==> src/rtl/branch_pred_resolve_if.sv <==
// rtl/branch_pred_resolve_if.sv - fetch/EX prediction and resolution signal bundle
interface branch_pred_resolve_if #(
  parameter int CNT_W = 32
);
  logic [31:0]      PCF;
  logic             PredictF;
  logic [31:0]      PredictTarget;
  logic             StallD;
  logic             FlushD;
  logic             StallE;
  logic             FlushE;
  logic [31:0]      PCE;
  logic             BranchTypeE;
  logic             BranchE;
  logic [31:0]      BranchTarget;
  logic [31:0]      NPC;
  logic             RedirectE;
  logic             FlushPredD;
  logic             FlushPredE;
  logic [CNT_W-1:0] BranchCnt;
  logic [CNT_W-1:0] MissCnt;

  modport master (
    output PCF, PredictF, PredictTarget, StallD, FlushD, StallE, FlushE,
           PCE, BranchTypeE, BranchE, BranchTarget,
    input  NPC, RedirectE, FlushPredD, FlushPredE, BranchCnt, MissCnt
  );

  modport slave (
    input  PCF, PredictF, PredictTarget, StallD, FlushD, StallE, FlushE,
           PCE, BranchTypeE, BranchE, BranchTarget,
    output NPC, RedirectE, FlushPredD, FlushPredE, BranchCnt, MissCnt
  );
endinterface

==> src/rtl/branch_pred_resolve.sv <==
// rtl/branch_pred_resolve.sv - carries BTB predictions F->D->E and resolves them in EX
// Redirects fetch and flushes D/E on a misprediction; keeps saturating branch/miss counters.
module branch_pred_resolve #(
  parameter int CNT_W = 32
) (
  input logic                 clk,
  input logic                 rst,
  branch_pred_resolve_if.slave bp
);

  logic             r_valid_d, r_pred_d;
  logic [31:0]      r_tgt_d;
  logic             r_valid_e, r_pred_e;
  logic [31:0]      r_tgt_e;
  logic [CNT_W-1:0] r_branch_cnt, r_miss_cnt;

  logic             w_resolve;
  logic             w_taken;
  logic             w_redirect;
  logic [31:0]      w_redirect_pc;

  assign w_resolve = r_valid_e & ~bp.StallE;
  assign w_taken   = bp.BranchTypeE & bp.BranchE;

  // A not-taken prediction on a non-branch is simply sequential flow, never a redirect.
  always_comb begin
    w_redirect    = 1'b0;
    w_redirect_pc = bp.BranchTarget;
    if (w_resolve) begin
      if (r_pred_e) begin
        if (w_taken) begin
          w_redirect = (r_tgt_e != bp.BranchTarget);
        end else begin
          w_redirect    = 1'b1;
          w_redirect_pc = bp.PCE + 32'd4;
        end
      end else begin
        w_redirect = w_taken;
      end
    end
  end

  always_ff @(posedge clk or posedge rst) begin
    if (rst) begin
      r_valid_d <= 1'b0;
      r_pred_d  <= 1'b0;
      r_tgt_d   <= 32'd0;
    end else if (bp.FlushD | w_redirect) begin
      r_valid_d <= 1'b0;
      r_pred_d  <= 1'b0;
      r_tgt_d   <= 32'd0;
    end else if (!bp.StallD) begin
      r_valid_d <= 1'b1;
      r_pred_d  <= bp.PredictF;
      r_tgt_d   <= bp.PredictTarget;
    end
  end

  always_ff @(posedge clk or posedge rst) begin
    if (rst) begin
      r_valid_e <= 1'b0;
      r_pred_e  <= 1'b0;
      r_tgt_e   <= 32'd0;
    end else if (bp.FlushE | w_redirect) begin
      r_valid_e <= 1'b0;
      r_pred_e  <= 1'b0;
      r_tgt_e   <= 32'd0;
    end else if (!bp.StallE) begin
      r_valid_e <= r_valid_d;
      r_pred_e  <= r_pred_d;
      r_tgt_e   <= r_tgt_d;
    end
  end

  always_ff @(posedge clk or posedge rst) begin
    if (rst) begin
      r_branch_cnt <= '0;
      r_miss_cnt   <= '0;
    end else if (w_resolve) begin
      if (bp.BranchTypeE && (r_branch_cnt != '1))
        r_branch_cnt <= r_branch_cnt + CNT_W'(1);
      if (w_redirect && (r_miss_cnt != '1))
        r_miss_cnt <= r_miss_cnt + CNT_W'(1);
    end
  end

  assign bp.RedirectE  = w_redirect;
  assign bp.FlushPredD = w_redirect;
  assign bp.FlushPredE = w_redirect;
  assign bp.NPC        = w_redirect  ? w_redirect_pc :
                         bp.PredictF ? bp.PredictTarget :
                                       bp.PCF + 32'd4;
  assign bp.BranchCnt  = r_branch_cnt;
  assign bp.MissCnt    = r_miss_cnt;

endmodule

==> src/flat_wrapper.sv <==
// flat-port wrapper written by rule: the top's interface ports become plain ports
module branch_pred_resolve_flat 
#(
  parameter int CNT_W = 32
)
  (clk, rst, bp_PCF, bp_PredictF, bp_PredictTarget, bp_StallD, bp_FlushD, bp_StallE, bp_FlushE, bp_PCE, bp_BranchTypeE, bp_BranchE, bp_BranchTarget, bp_NPC, bp_RedirectE, bp_FlushPredD, bp_FlushPredE, bp_BranchCnt, bp_MissCnt);
  branch_pred_resolve_if #(.CNT_W(CNT_W)) bp_i ();
  input logic clk;
  input logic rst;
  input wire logic [$bits(bp_i.PCF)-1:0] bp_PCF;
  input wire logic [$bits(bp_i.PredictF)-1:0] bp_PredictF;
  input wire logic [$bits(bp_i.PredictTarget)-1:0] bp_PredictTarget;
  input wire logic [$bits(bp_i.StallD)-1:0] bp_StallD;
  input wire logic [$bits(bp_i.FlushD)-1:0] bp_FlushD;
  input wire logic [$bits(bp_i.StallE)-1:0] bp_StallE;
  input wire logic [$bits(bp_i.FlushE)-1:0] bp_FlushE;
  input wire logic [$bits(bp_i.PCE)-1:0] bp_PCE;
  input wire logic [$bits(bp_i.BranchTypeE)-1:0] bp_BranchTypeE;
  input wire logic [$bits(bp_i.BranchE)-1:0] bp_BranchE;
  input wire logic [$bits(bp_i.BranchTarget)-1:0] bp_BranchTarget;
  output wire logic [$bits(bp_i.NPC)-1:0] bp_NPC;
  output wire logic [$bits(bp_i.RedirectE)-1:0] bp_RedirectE;
  output wire logic [$bits(bp_i.FlushPredD)-1:0] bp_FlushPredD;
  output wire logic [$bits(bp_i.FlushPredE)-1:0] bp_FlushPredE;
  output wire logic [$bits(bp_i.BranchCnt)-1:0] bp_BranchCnt;
  output wire logic [$bits(bp_i.MissCnt)-1:0] bp_MissCnt;
  assign bp_i.PCF = bp_PCF;
  assign bp_i.PredictF = bp_PredictF;
  assign bp_i.PredictTarget = bp_PredictTarget;
  assign bp_i.StallD = bp_StallD;
  assign bp_i.FlushD = bp_FlushD;
  assign bp_i.StallE = bp_StallE;
  assign bp_i.FlushE = bp_FlushE;
  assign bp_i.PCE = bp_PCE;
  assign bp_i.BranchTypeE = bp_BranchTypeE;
  assign bp_i.BranchE = bp_BranchE;
  assign bp_i.BranchTarget = bp_BranchTarget;
  assign bp_NPC = bp_i.NPC;
  assign bp_RedirectE = bp_i.RedirectE;
  assign bp_FlushPredD = bp_i.FlushPredD;
  assign bp_FlushPredE = bp_i.FlushPredE;
  assign bp_BranchCnt = bp_i.BranchCnt;
  assign bp_MissCnt = bp_i.MissCnt;
  branch_pred_resolve #(.CNT_W(CNT_W)) u_core (.clk(clk), .rst(rst), .bp(bp_i));
endmodule
==> config.mk <==
export PLATFORM = sky130hd
export DESIGN_NAME = branch_pred_resolve_flat
export DESIGN_NICKNAME = d
export VERILOG_FILES = /design/src/rtl/branch_pred_resolve_if.sv /design/src/rtl/branch_pred_resolve.sv /design/src/flat_wrapper.sv
export SDC_FILE = /design/constraint.sdc
export NUM_CORES = 1
export LEC_CHECK = 0
export ABC_AREA = 1
export BUFFER_PORTS_ARGS = -buffer_cell sky130_fd_sc_hd__buf_2
export CAP_MARGIN = 20
export CELL_PAD_IN_SITES_DETAIL_PLACEMENT = 0
export CELL_PAD_IN_SITES_GLOBAL_PLACEMENT = 1
export CORE_ASPECT_RATIO = 0.5
export CORE_MARGIN = 5
export CORE_UTILIZATION = 30
export CTS_CLUSTER_DIAMETER = 200
export DETAILED_ROUTE_END_ITERATION = 10
export PLACE_DENSITY = 0.76
export SLEW_MARGIN = 40
export SYNTH_ARGS = -nofsm -noshare
export SYNTH_HDL_FRONTEND = slang
export SYNTH_SLANG_ARGS = --single-unit
export TNS_END_PERCENT = 50
==> constraint.sdc <==
create_clock -name clk -period 5 [get_ports clk]
set_input_delay 0 -clock clk [delete_from_list [all_inputs] [get_ports clk]]
set_output_delay 0 -clock clk [all_outputs]
set_load 0.03 [all_outputs]
# ---- After elaboration in Yosys (flattened, before gate mapping)
# Index checks and enable logic that the tools add are counted.
dict set report word_totals {
  word_cells 46
  output_inout_bits 99
  register_bits 132
}
dict set report op_classes {
  bitwise_logic 5
  reduce_logical 4
  mux 20
  eq_ne 5
  addsub 4
}
# cell count
set ops {}
lappend ops {{32-bit 2-to-1 mux} 9}
lappend ops {{32-bit by 1-bit adder with 32-bit output (second input constant)} 2}
lappend ops {{32-bit by 3-bit adder with 32-bit output (second input constant)} 2}
lappend ops {{32-bit inequality test (second input constant)} 2}
lappend ops {{32-bit inequality test} 1}
lappend ops {{1-bit 2-to-1 mux} 11}
lappend ops {{2-bit by 1-bit inequality test with 1-bit output (second input constant)} 2}
lappend ops {{2-bit AND reduction} 2}
lappend ops {{1-bit bitwise AND} 2}
lappend ops {{1-bit logical AND} 2}
lappend ops {{1-bit OR} 2}
lappend ops {{1-bit NOT} 1}

# ---- Depth between registers and ports, before layout
dict set report logic_depth {
  word_depth 6
  depth_mapped 14
  depth_no_buf 13
}

# ---- Worst setup path before layout
# Ideal clock, no wire load.
dict set report synth_timing {
  path_kind {register to register}
  from {register u_core.r_miss_cnt[0], in the netlist u_core.bp.MissCnt[0]}
  to {register u_core.r_miss_cnt[2], in the netlist u_core.bp.MissCnt[2]}
  stages_incl_launch_ff 10
  setup_slack_ps 3037
  t_arrival_ps 1844
  setup_ps 119
  path_cell_list {dfrtp_1 ha_1 nand3_2 nor2_4 nand3_1 nor3_2 nand3_2 clkbuf_1 nand4_1 nand2_1}
}
dict set report synth_via {
  elab_chain_cells 3
}
# element line
set synth_lines {}
lappend synth_lines {{from (decl)} branch_pred_resolve.sv:15} ;# logic [CNT_W-1:0] r_branch_cnt, r_miss_cnt;
lappend synth_lines {{from (signal assigned)} branch_pred_resolve.sv:83} ;# r_miss_cnt <= r_miss_cnt + CNT_W'(1);
lappend synth_lines {{parallel branches: the longest is 3 deep, another holds 32-bit by 1-bit adder with 32-bit output} n/a}
# Several ways; the timed one is not identified.
# A chain may end at the register's enable or synchronous reset.

# ---- Worst setup path after layout
dict set report layout_timing {
  from {register u_core.r_miss_cnt[0], in the netlist u_core.bp.MissCnt[0]}
  to {register u_core.r_miss_cnt[6], in the netlist u_core.bp.MissCnt[6]}
}
# The elaborated chain is that of the path after synthesis.

==> impl_metrics.json <==
{
  "avgSynthCellArea_sq_um": 6.19,
  "drt_iter0_drc": 877,
  "crit_arrival_ns": 3.26,
  "port_buffers": 235,
  "wl_per_cell_um": 16.7,
  "cts_setup_buffers": 0,
  "die_area_sq_mm": 0.0383,
  "syn_area_sq_mm": 0.0103,
  "gp_congestion": 0.915,
  "syn2layout_area_growth_pct": 24.0,
  "setup_tns_ns": 0,
  "run_status": "complete, no violations",
  "post_route_cells_drive_above_1_share": 0.157,
  "tritoncts": "yes",
  "fin_crit_sh": 0.579,
  "rsz0062_at_grt": "no",
  "synthFlopType": "dfrtp_1",
  "antenna_found_initial": 4,
  "grt_pass1_wl_mm": 60.3,
  "cp.required_ns": 5.37,
  "grt_use_met1": 0.259,
  "clockBufferDepth": 2,
  "cts_buffers": 17,
  "rrSetupSlack_ns": 2.11,
  "synth_top_cell_area_share": 0.322,
  "path_max_fanout": 33,
  "synth_edf_count": 0,
  "yosysMostFrequentCell": "nand2_1",
  "io_pins": 236,
  "power_density_mw_per_mm2": 248,
  "fmax_mhz": 346,
  "clk_latency_ns": 0.44,
  "grt_pass1_vias": 10626,
  "hp-class": "in -> reg",
  "multi_input_area_sq_mm": 0.00616,
  "power.leakage_nw": 6.65,
  "use_met2": 0.347,
  "synth_common_cells": "nand2_1 (685), nor2_1 (237), inv_1 (141)",
  "grt.overflow.total": 0,
  "cp_slowest_cell": "nand3_2",
  "ctsResizeCount": 0,
  "crit_type": "reg -> reg",
  "chipHeight_um": 141,
  "async_flop_share": 1.00,
  "vias": 11167,
  "hold_violations": 0,
  "cts_root_buf": "clkbuf_16",
  "crit_chain": "ha_1 -> nand3_2 -> nor2_4 -> nand3_1 -> nor3_2 -> nand3_2 -> nand3_2 -> nand2_1 -> nand2_1",
  "worst_pin_slew_ns": 0.729,
  "final_antenna_net_count": 0,
  "yosys_register_bits": 132,
  "grtUsageTotal": 0.200,
  "setup_violations": 0,
  "cpMostUsedCell": "nand3_2",
  "first_pass_iters": 6,
  "fill_cells": 3692,
  "skew_ns": 0.00691,
  "netlist-cell-type-count": 37,
  "cts_num_sinks": 132,
  "synth_nets": 1800,
  "max_stage_delay_ns": 0.73,
  "via_per_inst": 4.76,
  "coreArea_sq_mm": 0.0334,
  "h-tree-depth": 4,
  "synthCells": 1659,
  "yosys-top-cells-area": "dfrtp_1 (32%), nand2_1 (25%), nor2_1 (8.7%)",
  "clk_pin_slew_ns": 0.06,
  "top_usage_layer": "met2",
  "regArea_sq_mm": 0.00330,
  "drv_cap": 0,
  "initial_utilization": 0.308,
  "finalMaxSlewViolations": 0,
  "die_x_um": 272,
  "rows": 47,
  "route.detailed.drc": 0,
  "finalWirelength_mm": 39.1,
  "yosysSeqAreaShare": 0.322,
  "period_minus_slack_ns": 2.89,
  "yosysWarnings": 0,
  "ir_drop_mv": 0.170,
  "cp-end-kind": "register",
  "cp-start-kind": "register",
  "slew_headroom": 0.514,
  "grt_use_met3": 0.0311,
  "utilization": 0.381,
  "dpl.hpwl_mm": 30.8,
  "nets": 2032,
  "yosysTopAreaCell": "dfrtp_1",
  "grt_max_degree": 84
}
sequential cells by signal, indices dropped and copies added, names as in the netlist:
register / flops
u_core.bp.MissCnt: 32
u_core.r_pred_e: 1
u_core.r_tgt_e: 32
u_core.r_tgt_d: 32
u_core.r_valid_e: 1
u_core.r_valid_d: 1
u_core.bp.BranchCnt: 32
u_core.r_pred_d: 1
per-stage QoR:
step | cells | setup WS (ns) | total power, mW | cell area, sq um | hold slack, ns
floorplan | 1659 | 1.47 | 1.55 | 10300 | 0.168
global placement | 2280 | 2.01 | 1.78 | 11800 | 0.207
detailed placement | 2280 | 1.95 | 1.79 | 11800 | 0.210
CTS | 2345 | 1.93 | 3.18 | 12700 | 0.146
global route | 2346 | 1.76 | 3.30 | 12700 | 0.174
finish | 2346 | 2.11 | 3.16 | 12700 | 0.164
cell families after synthesis:
kind of cell	count (synthesis)	synth area share
DFF	132	0.322
muxes	27	0.0263
adders and majority gates	4	0.00487
buffers and inverters	203	0.0806
AOI/OAI and AO/OA	104	0.0526
xor gates and xnor gates	74	0.0631
and+or+nand+nor	1115	0.451
timing repair:
item	4_1_cts	5_1_grt
endpoints found under the setup margin	0	0
hold buffers	33	0
hold endpoints to repair	114	0
power breakdown:
group | switching (mW) | total [mW] | internal, mW
sequential | 0.0564 | 1.18 | 1.12
clock | 0.560 | 1.37 | 0.813
combinational | 0.411 | 0.614 | 0.203
worst max-delay path: cells and delay by family, from the launching register on:
kind          cells  cell delay [ns]
fa+ha+maj         1             0.24
simple gates      8             2.11
flops             1             0.46
layout by cell type, fill, tap and decap left out, drive strengths merged, types with 5 or more instances in the layout:
cell type | netlist | layout
a21oi | 17 | 17
buf | 31 | 241
clkbuf | 30 | 18
dfrtp | 132 | 132
dlygate4sd3 | 0 | 33
inv | 142 | 150
mux2i | 27 | 27
nand2 | 689 | 689
nand3 | 56 | 56
nand3b | 26 | 26
nand4 | 58 | 58
nor2 | 240 | 240
nor3 | 37 | 37
o21ai | 77 | 77
or2 | 5 | 5
xnor2 | 32 | 32
xor2 | 42 | 42
layout make-up:
cell class / instances / share of cell area
flip-flops and latches: 132 / 0.259
clock buffers: 18 / 0.0345
inverters: 142 / 0.0424
clock inverters: 14 / 0.0145
repair buffers: 274 / 0.122
well taps: 441 / 0.0433
multi-input cells: 1324 / 0.484
diodes: 1 / 0.000196
worst paths after layout:
check	start	endpoint	depth (start not counted)
setup / recovery	u_core.bp.MissCnt[0]	u_core.bp.MissCnt[6]	9
hold / removal	bp_StallD	u_core.r_tgt_d[19]	3
setup reg to reg	u_core.bp.MissCnt[0]	u_core.bp.MissCnt[6]	9
hold reg to reg	u_core.bp.MissCnt[29]	u_core.bp.MissCnt[29]	2
max in group asynchronous	rst	u_core.bp.MissCnt[2]	4
min in group asynchronous	rst	u_core.bp.BranchCnt[25]	3
metal layers:
metal  part of all wire  vias to the layer above
met4              0.026                        6
met2               0.49                      297
met3              0.045                       56
met5             0.0014                        -
li1                   -                     5686
met1               0.44                     5122
Power figures use the tool's default switching activity.
